===== config.mk =====
export PLATFORM = sky130hd
export DESIGN_NAME = deconv_layer_sequencer
export DESIGN_NICKNAME = d
export VERILOG_FILES = /design/src/rtl/deconv_layer_sequencer.sv
export SDC_FILE = /design/constraint.sdc
export NUM_CORES = 1
export LEC_CHECK = 0
export BUFFER_PORTS_ARGS = -buffer_cell sky130_fd_sc_hd__clkbuf_2
export CORE_MARGIN = 2
export CORE_UTILIZATION = 55
export CTS_BUF_LIST = sky130_fd_sc_hd__clkbuf_4 sky130_fd_sc_hd__clkbuf_8
export DETAILED_ROUTE_END_ITERATION = 10
export HOLD_SLACK_MARGIN = 0.03
export PLACE_DENSITY = 0.75
export REMOVE_ABC_BUFFERS = 1
export SLEW_MARGIN = 20
export SYNTH_ARGS = -nofsm -noshare
export SYNTH_HDL_FRONTEND = slang
export SYNTH_SLANG_ARGS = --single-unit

===== constraint.sdc =====
create_clock -name clk -period 16.3 [get_ports clk]
set_input_delay 3.26 -clock clk [delete_from_list [all_inputs] [get_ports clk]]
set_output_delay 3.26 -clock clk [all_outputs]
set_load 0.05 [all_outputs]

===== src/rtl/deconv_layer_sequencer.sv =====
`default_nettype none
// ============================================================================
// Module      : deconv_layer_sequencer
// Description : Layer controller for the transposed-convolution core. It checks
//               the layer config, walks the loop nest, drains the core and then
//               streams the output-buffer read addresses.
// Revision    : 1.0 - initial release
// ============================================================================
module deconv_layer_sequencer #(
    parameter int PIPE_DEPTH = 8,
    parameter int ADDR_W     = 10
) (
    input  logic              clk,
    input  logic              rst_n,
    input  logic              start,
    input  logic [5:0]        cfg_h,
    input  logic [5:0]        cfg_w,
    input  logic [6:0]        cfg_k,
    input  logic [2:0]        cfg_hk,
    input  logic              stall,
    output logic              core_en,
    output logic              iter_valid,
    output logic [4:0]        m,
    output logic [4:0]        n,
    output logic [1:0]        mk,
    output logic [1:0]        nk,
    output logic [5:0]        ck,
    output logic              last_iter,
    output logic              rd_valid,
    output logic [ADDR_W-1:0] rd_addr,
    output logic              rd_last,
    output logic              busy,
    output logic              done,
    output logic              err
);

    localparam logic [2:0] c_IDLE  = 3'd0;
    localparam logic [2:0] c_CHECK = 3'd1;
    localparam logic [2:0] c_RUN   = 3'd2;
    localparam logic [2:0] c_DRAIN = 3'd3;
    localparam logic [2:0] c_READ  = 3'd4;
    localparam logic [2:0] c_DONE  = 3'd5;

    localparam int                    c_DRAIN_W    = (PIPE_DEPTH > 1) ? $clog2(PIPE_DEPTH) : 1;
    localparam logic [c_DRAIN_W-1:0]  c_DRAIN_LAST = c_DRAIN_W'(PIPE_DEPTH - 1);
    localparam logic [31:0]           c_MAX_AREA   = 32'd1 << ADDR_W;

    logic [2:0]           r_state;
    logic [5:0]           r_h;
    logic [5:0]           r_w;
    logic [6:0]           r_k;
    logic [2:0]           r_hk;
    logic [4:0]           r_m;
    logic [4:0]           r_n;
    logic [1:0]           r_mk;
    logic [1:0]           r_nk;
    logic [5:0]           r_ck;
    logic [c_DRAIN_W-1:0] r_drain;
    logic [ADDR_W-1:0]    r_rd_addr;
    logic [ADDR_W-1:0]    r_last_addr;
    logic                 r_done;
    logic                 r_err;

    logic [6:0]  w_oh;
    logic [6:0]  w_ow;
    logic [13:0] w_area;
    logic        w_cfg_bad;
    logic        w_ck_end;
    logic        w_nk_end;
    logic        w_mk_end;
    logic        w_n_end;
    logic        w_m_end;
    logic        w_last_iter;
    logic        w_rd_end;

    // Output extent is computed at full 14-bit width so oversize layers cannot alias.
    assign w_oh   = {1'b0, r_h} + {4'd0, r_hk} - 7'd1;
    assign w_ow   = {1'b0, r_w} + {4'd0, r_hk} - 7'd1;
    assign w_area = {7'd0, w_oh} * {7'd0, w_ow};

    assign w_cfg_bad = (r_h == 6'd0) || (r_h > 6'd32) ||
                       (r_w == 6'd0) || (r_w > 6'd32) ||
                       (r_hk == 3'd0) || (r_hk > 3'd3) ||
                       (r_k == 7'd0) || (r_k > 7'd64) ||
                       ({18'd0, w_area} > c_MAX_AREA);

    assign w_ck_end    = ({1'b0, r_ck} == r_k - 7'd1);
    assign w_nk_end    = ({1'b0, r_nk} == r_hk - 3'd1);
    assign w_mk_end    = ({1'b0, r_mk} == r_hk - 3'd1);
    assign w_n_end     = ({1'b0, r_n} == r_w - 6'd1);
    assign w_m_end     = ({1'b0, r_m} == r_h - 6'd1);
    assign w_last_iter = w_ck_end && w_nk_end && w_mk_end && w_n_end && w_m_end;
    assign w_rd_end    = (r_rd_addr == r_last_addr);

    always_ff @(posedge clk) begin
        if (!rst_n) begin
            r_state     <= c_IDLE;
            r_h         <= 6'd0;
            r_w         <= 6'd0;
            r_k         <= 7'd0;
            r_hk        <= 3'd0;
            r_m         <= 5'd0;
            r_n         <= 5'd0;
            r_mk        <= 2'd0;
            r_nk        <= 2'd0;
            r_ck        <= 6'd0;
            r_drain     <= '0;
            r_rd_addr   <= '0;
            r_last_addr <= '0;
            r_done      <= 1'b0;
            r_err       <= 1'b0;
        end else begin
            r_done <= 1'b0;
            case (r_state)
                c_IDLE: begin
                    if (start) begin
                        r_h     <= cfg_h;
                        r_w     <= cfg_w;
                        r_k     <= cfg_k;
                        r_hk    <= cfg_hk;
                        r_err   <= 1'b0;
                        r_state <= c_CHECK;
                    end
                end
                c_CHECK: begin
                    if (w_cfg_bad) begin
                        r_err   <= 1'b1;
                        r_done  <= 1'b1;
                        r_state <= c_IDLE;
                    end else begin
                        r_m         <= 5'd0;
                        r_n         <= 5'd0;
                        r_mk        <= 2'd0;
                        r_nk        <= 2'd0;
                        r_ck        <= 6'd0;
                        r_last_addr <= ADDR_W'(w_area - 14'd1);
                        r_state     <= c_RUN;
                    end
                end
                c_RUN: begin
                    if (!stall) begin
                        if (w_last_iter) begin
                            r_drain <= '0;
                            r_state <= c_DRAIN;
                        end else if (!w_ck_end) begin
                            r_ck <= r_ck + 6'd1;
                        end else begin
                            // Ripple carry through nk, mk, n, m (ck innermost).
                            r_ck <= 6'd0;
                            if (!w_nk_end) begin
                                r_nk <= r_nk + 2'd1;
                            end else begin
                                r_nk <= 2'd0;
                                if (!w_mk_end) begin
                                    r_mk <= r_mk + 2'd1;
                                end else begin
                                    r_mk <= 2'd0;
                                    if (!w_n_end) begin
                                        r_n <= r_n + 5'd1;
                                    end else begin
                                        r_n <= 5'd0;
                                        r_m <= r_m + 5'd1;
                                    end
                                end
                            end
                        end
                    end
                end
                c_DRAIN: begin
                    if (r_drain == c_DRAIN_LAST) begin
                        r_rd_addr <= '0;
                        r_state   <= c_READ;
                    end else begin
                        r_drain <= r_drain + c_DRAIN_W'(1);
                    end
                end
                c_READ: begin
                    if (!stall) begin
                        if (w_rd_end) begin
                            r_done  <= 1'b1;
                            r_state <= c_DONE;
                        end else begin
                            r_rd_addr <= r_rd_addr + ADDR_W'(1);
                        end
                    end
                end
                c_DONE: begin
                    r_state <= c_IDLE;
                end
                default: begin
                    r_state <= c_IDLE;
                end
            endcase
        end
    end

    assign busy       = (r_state != c_IDLE);
    assign iter_valid = (r_state == c_RUN);
    assign core_en    = (r_state == c_RUN) || (r_state == c_DRAIN);
    assign rd_valid   = (r_state == c_READ);
    assign last_iter  = (r_state == c_RUN) && w_last_iter;
    assign rd_last    = (r_state == c_READ) && w_rd_end;
    assign m          = r_m;
    assign n          = r_n;
    assign mk         = r_mk;
    assign nk         = r_nk;
    assign ck         = r_ck;
    assign rd_addr    = r_rd_addr;
    assign done       = r_done;
    assign err        = r_err;

endmodule
`default_nettype wire


==> flow_summary.toml, run 1 <==
[grt]
grt_pass1_vias = 5355
grt_max_degree = 47
track_usage = 0.253
antenna_found_initial = 0
grt_pass1_wl_mm = 24.4
overflow = 0

[synthesis]
synth_edf_count = 0
synth_seq_area_share = 0.227
netlist_area_mm2 = 0.00617
yosysWarningCount = 0
synthArstFlopShare = 0
syn_inst = 771
ys_ff_latch = 70
syn_avg_cell_area_um2 = 8.00
ys.flop_type = "dfxtp_1"
synth_cell_type_count = 62

[route]
vias = 5474
avgRoutedWirePerCell_um = 15.1
ant_nets = 0
drt_iter0_markers = 346
drt_wl_total_mm = 14.7
dr.pass1.iters = 6
vias_per_cell = 5.64
drc = 0

[floorplan]
die_area_mm2 = 0.0121
coreArea_mm2 = 0.0109
start_util = 0.567
die_w_um = 110
io_pins = 64
rows = 38
die_h_um = 110

[setup_path]
r2r_slack_ps = 8460
slowest_delay_ps = 990
rr_startpoint = "r_h[1]"
criticalPathCategory = "flip-flop to flip-flop"
cp-startpoint = "r_h[1]"
critPathArrivalTime_ps = 8040
crit_top_cell = "inv_1"
worst-path-buf-inv = 6
end_kind = "flip-flop"
critPathMaxFanout = 19
cp_slowest_cell = "a2111oi_4"
cpLargestDelayFamily = "adder cells"
required_ps = 16510
critPathLaunchType = "flip-flop"
worst-path-stages = 27
rr_worst_depth = 27

[sta]
slew_headroom = 0.302
hold_viol = 0
tightest_slew_ps = 1050
skew_ps = 12.4
rsz0062_at_grt = "false"
holdWs_ps = 467
finalSetupViolCount = 0
period_needed_ps = 7840
timing.final.crit_share = 0.481
setup_tns_ps = 0
fmax_mhz = 128
worst_slack_ps = 8460
slew_violations = 0

[layout]
fillCellCount = 968
n_antenna_cell = 0
syn2layout_area_growth_pct = 10.6
stdcell_area_mm2 = 0.00682
drive_above_1_share = 0.137
final_nets = 945

[flow_run]
max_cap_viol_count = 0

[clocking]
clockRootBuffer = "clkbuf_8"
clk_pin_slew_ps = 80
cts_tree = "yes"
cts_buffers = 9
post-cts-setup-buffers = 0
clk_latency_ps = 350
htreeDepth = 3
holdBufCountCts = 0
clkSinkCount = 70
ctsResizeCount = 0
cts.path.max_buffers = 2

[outcome]
status = "complete, no violations"

[hold_path]
hp-start = "r_drain[1]"
min_path_cells = 2
hold_path_class = "flip-flop to flip-flop"

[placement]
hpwl_mm = 11.3
place_area_mm2 = 0.00657
port_buffers = 63
gp_congestion = 0.855
dpl_worst_slack_ps = 8500
## logic make-up (layout without fill, tap and decap cells)
group                      Yosys count  in the layout  synth area share
AOI/OAI and AO/OA                  134            134             0.149
muxes                                8              8            0.0134
and+or+nand+nor                    296            296             0.229
xor gates and xnor gates            67             67            0.0951
buffers and inverters              102            161            0.0643
adders and majority gates           94             94             0.222
DFF                                 70             70             0.227
## metrics by stage
stage	util	cells
6_report	0.626	970
5_1_grt	0.626	970
4_1_cts	0.626	970
3_5_place_dp	0.604	954
3_3_place_gp	0.604	954
2_1_floorplan	-	750
## state kept, by name (all words and copies together) (netlist names), 3 cells and up
name         cells
r_hk             3
r_state          3
r_last_addr     10
m                5
r_k              7
r_drain          3
ck               6
r_h              6
r_w              6
rd_addr         10
n                5
## cell usage after synthesis, types with 2 or more instances
cell,instances,share of area
o21ai_0,20,0.016
a2111oi_4,2,0.0089
nor2_1,79,0.048
nand3b_1,2,0.0024
nand4_1,4,0.0041
inv_1,80,0.049
o22ai_1,3,0.0030
or4_1,2,0.0024
xnor2_1,32,0.045
o32ai_1,2,0.0028
nand2b_1,10,0.010
nor3b_1,3,0.0037
a211oi_2,2,0.0041
mux2i_1,6,0.0097
nor3_1,19,0.015
a221o_1,4,0.0065
a21o_2,3,0.0043
fa_1,26,0.084
nand2_1,88,0.054
and2_1,4,0.0041
nor2b_1,13,0.013
or3_1,6,0.0061
clkbuf_1,18,0.011
nand3_1,24,0.019
dfxtp_1,70,0.23
and3_1,7,0.0071
ha_1,68,0.14
a221oi_1,3,0.0043
a21boi_0,2,0.0024
o211ai_1,3,0.0037
mux2_2,2,0.0037
a21o_1,3,0.0037
o21ba_2,2,0.0032
nor4_1,10,0.010
or2_2,17,0.017
a211oi_1,10,0.012
o31ai_1,3,0.0037
nor4b_1,3,0.0043
xor2_1,35,0.050
o21a_1,5,0.0061
a21oi_1,47,0.038
a31oi_1,9,0.0091
## final cells by class
cell class	count	area, µm²	area share
timing repair buffer	64	323	0.0473
sequential	70	1400	0.205
multi-input combinational	599	4370	0.641
clock inverter	6	109	0.0160
clock buffer	10	138	0.0202
inverter	81	304	0.0446
tap	140	175	0.0257
## metal layers
layer | vias up | global-route usage | share of wire | wire, µm
li1 | 2717 | - | - | -
met1 | 2577 | 0.316 | 0.45 | 6540
met2 | 150 | 0.444 | 0.48 | 7110
met3 | 30 | 0.0445 | 0.046 | 679
met4 | 0 | 0.0750 | 0.023 | 342
met5 | - | 0 | 0 | 0
## worst paths after layout
kind,end
setup / recovery,r_last_addr[9]
hold reg to reg,r_drain[1]
setup reg to reg,r_last_addr[9]
hold / removal,r_drain[1]
## layout by cell type, fill, tap and decap left out, types with 10 or more instances in the layout
cell       n
nand2b_1  10
nor2b_1   13
nor2_1    79
dfxtp_1   70
inv_1     80
a21oi_1   47
o21ai_0   20
nor3_1    19
nor4_1    10
ha_1      68
nand3_1   24
a211oi_1  10
fa_1      26
xor2_1    35
or2_2     17
xnor2_1   32
nand2_1   88
clkbuf_2  63
clkbuf_8  10
## worst register-to-register path: stages, from the launching register on
cell,delay (ps)
dfxtp_1,400
inv_1,90
ha_1,290
inv_1,70
ha_1,160
inv_1,50
fa_1,420
inv_1,80
a21oi_1,60
nor2_1,90
nor2_1,50
xnor2_1,530
nor2b_1,130
fa_1,520
inv_1,50
fa_1,480
inv_1,60
fa_1,500
fa_1,480
ha_1,370
and2_4,180
a221o_1,320
or3_4,390
a2111oi_4,410
o211ai_2,180
a2111oi_4,990
mux2i_1,290
nor2_1,50
Power of run 1 is left out: the tool's default activity adds up to more than one toggle a clock period on the data nets, which glitch-free logic cannot reach.
==> run 2, diff against run 1 <==
- PLACE_DENSITY: 0.75 -> 0.78
- clock period: 16.3 -> 7 ns (I/O delays scaled with it)
==> run 2 against run 1 <==
  * Flip-flop and latch count did not move
  * Via count grew 3.3%
  * Global-route usage up 0.88 points
  * Setup slack worse by 8300 ps
  * Die area did not move
==> flow_summary.toml, run 2 (synthesis results as in run 1) <==
[outcome]
status = "complete, no violations"

[clocking]
holdBufCountCts = 0
htreeDepth = 3
clockRootBuffer = "clkbuf_8"
cts_buffers = 9
clkSinkCount = 70
cts.path.max_buffers = 2
clk_latency_ps = 360
cts_tree = "yes"
clk_pin_slew_ps = 80

[route]
vias_per_cell = 5.68
vias = 5655
drt_wl_total_mm = 15.3
ant_nets = 0
drc = 0
dr.pass1.iters = 5
drt_iter0_markers = 304
avgRoutedWirePerCell_um = 15.4

[setup_path]
criticalPathCategory = "flip-flop to flip-flop"
end_kind = "flip-flop"
critPathLaunchType = "flip-flop"
required_ps = 7220
critPathArrivalTime_ps = 7010
critPathMaxFanout = 6

[layout]
final_cell_mix = "nand2_1 (88), inv_1 (80), nor2_1 (78), ha_1 (66)"
drive_above_1_share = 0.182
n_antenna_cell = 0
final_nets = 971
syn2layout_area_growth_pct = 14.4
layout_commonest_cell = "nand2_1"

[floorplan]
coreArea_mm2 = 0.0109
io_pins = 64
die_area_mm2 = 0.0121
start_util = 0.567
die_w_um = 110
rows = 38
die_h_um = 110

[flow_run]
max_cap_viol_count = 0

[placement]
gp_congestion = 0.919
port_buffers = 63
hpwl_mm = 11.7

[sta]
tightest_slew_ps = 833
slew_headroom = 0.444
slew_violations = 0
finalSetupViolCount = 0
hold_viol = 0
holdWs_ps = 466
fmax_mhz = 147
skew_ps = 10.8
period_needed_ps = 6790
timing.final.crit_share = 0.969
setup_tns_ps = 0

[hold_path]
hold_path_class = "flip-flop to flip-flop"

[grt]
grt_max_degree = 47
antenna_found_initial = 0
grt_pass1_vias = 5460
track_usage = 0.262
grt_pass1_wl_mm = 25.2
overflow = 0
run 2: critical path: stages, from the launching register on:
cell,delay [ps]
dfxtp_2,350
inv_1,60
ha_1,280
inv_1,70
ha_1,180
inv_1,60
fa_2,340
inv_1,60
a21oi_1,50
nor2_1,90
nor2_1,60
xnor2_1,220
nor2b_1,100
fa_1,480
inv_1,50
fa_1,530
inv_1,50
fa_1,450
fa_1,560
ha_4,210
buf_4,140
a221o_1,330
or3_4,350
a2111oi_4,410
o211ai_2,200
a211o_4,410
a211oi_4,380
o21ai_1,160
run 2: repair_timing:
action / CTS / global route
setup endpoints to repair: 14 / 33
gates resized for setup: 3 / 17
pin swaps: 4 / 16
buffers inserted: 1 / 5
run 2: path summary, 6_finish.rpt:
| check | start | cells after the start | end | slack (ps) |
|---|---|---|---|---|
| max | r_h[1] | 27 | ck[3] | 210 |
| min | r_w[1] | 2 | r_w[1] | 470 |
| max reg2reg | r_h[1] | 27 | ck[3] | 210 |
| min reg2reg | r_w[1] | 2 | r_w[1] | 470 |
run 2: layout make-up:
cell class                      count  area, µm²
Sequential cell                    70       1410
Clock buffer                       10        131
Timing Repair Buffer               90        531
Tap cell                          140        175
Inverter                           81        304
Fill cell                         897       3830
Multi-Input combinational cell    599       4440
Clock inverter                      6       62.6
run 2: layer usage:
layer | vias to the layer above | GRT usage | part of all wire | routed length [µm]
li1 | 2767 | - | - | -
met1 | 2688 | 0.328 | 0.44 | 6720
met2 | 168 | 0.455 | 0.49 | 7510
met3 | 32 | 0.0439 | 0.050 | 759
met4 | 0 | 0.0877 | 0.022 | 338
met5 | - | 0 | 0 | 0
run 2: metrics by stage:
step / instances / setup slack [ps] / cell area (µm²) / utilization
4_1_cts: 991 / 9.13 / 6950 / 0.639
3_5_place_dp: 974 / -216 / 6740 / 0.619
6_report: 996 / 215 / 7060 / 0.648
5_1_grt: 996 / -144 / 7060 / 0.648
3_3_place_gp: 974 / 27.8 / 6740 / 0.619
2_1_floorplan: 750 / -224 / 6080 / -
Power of run 2 is left out for the same reason.
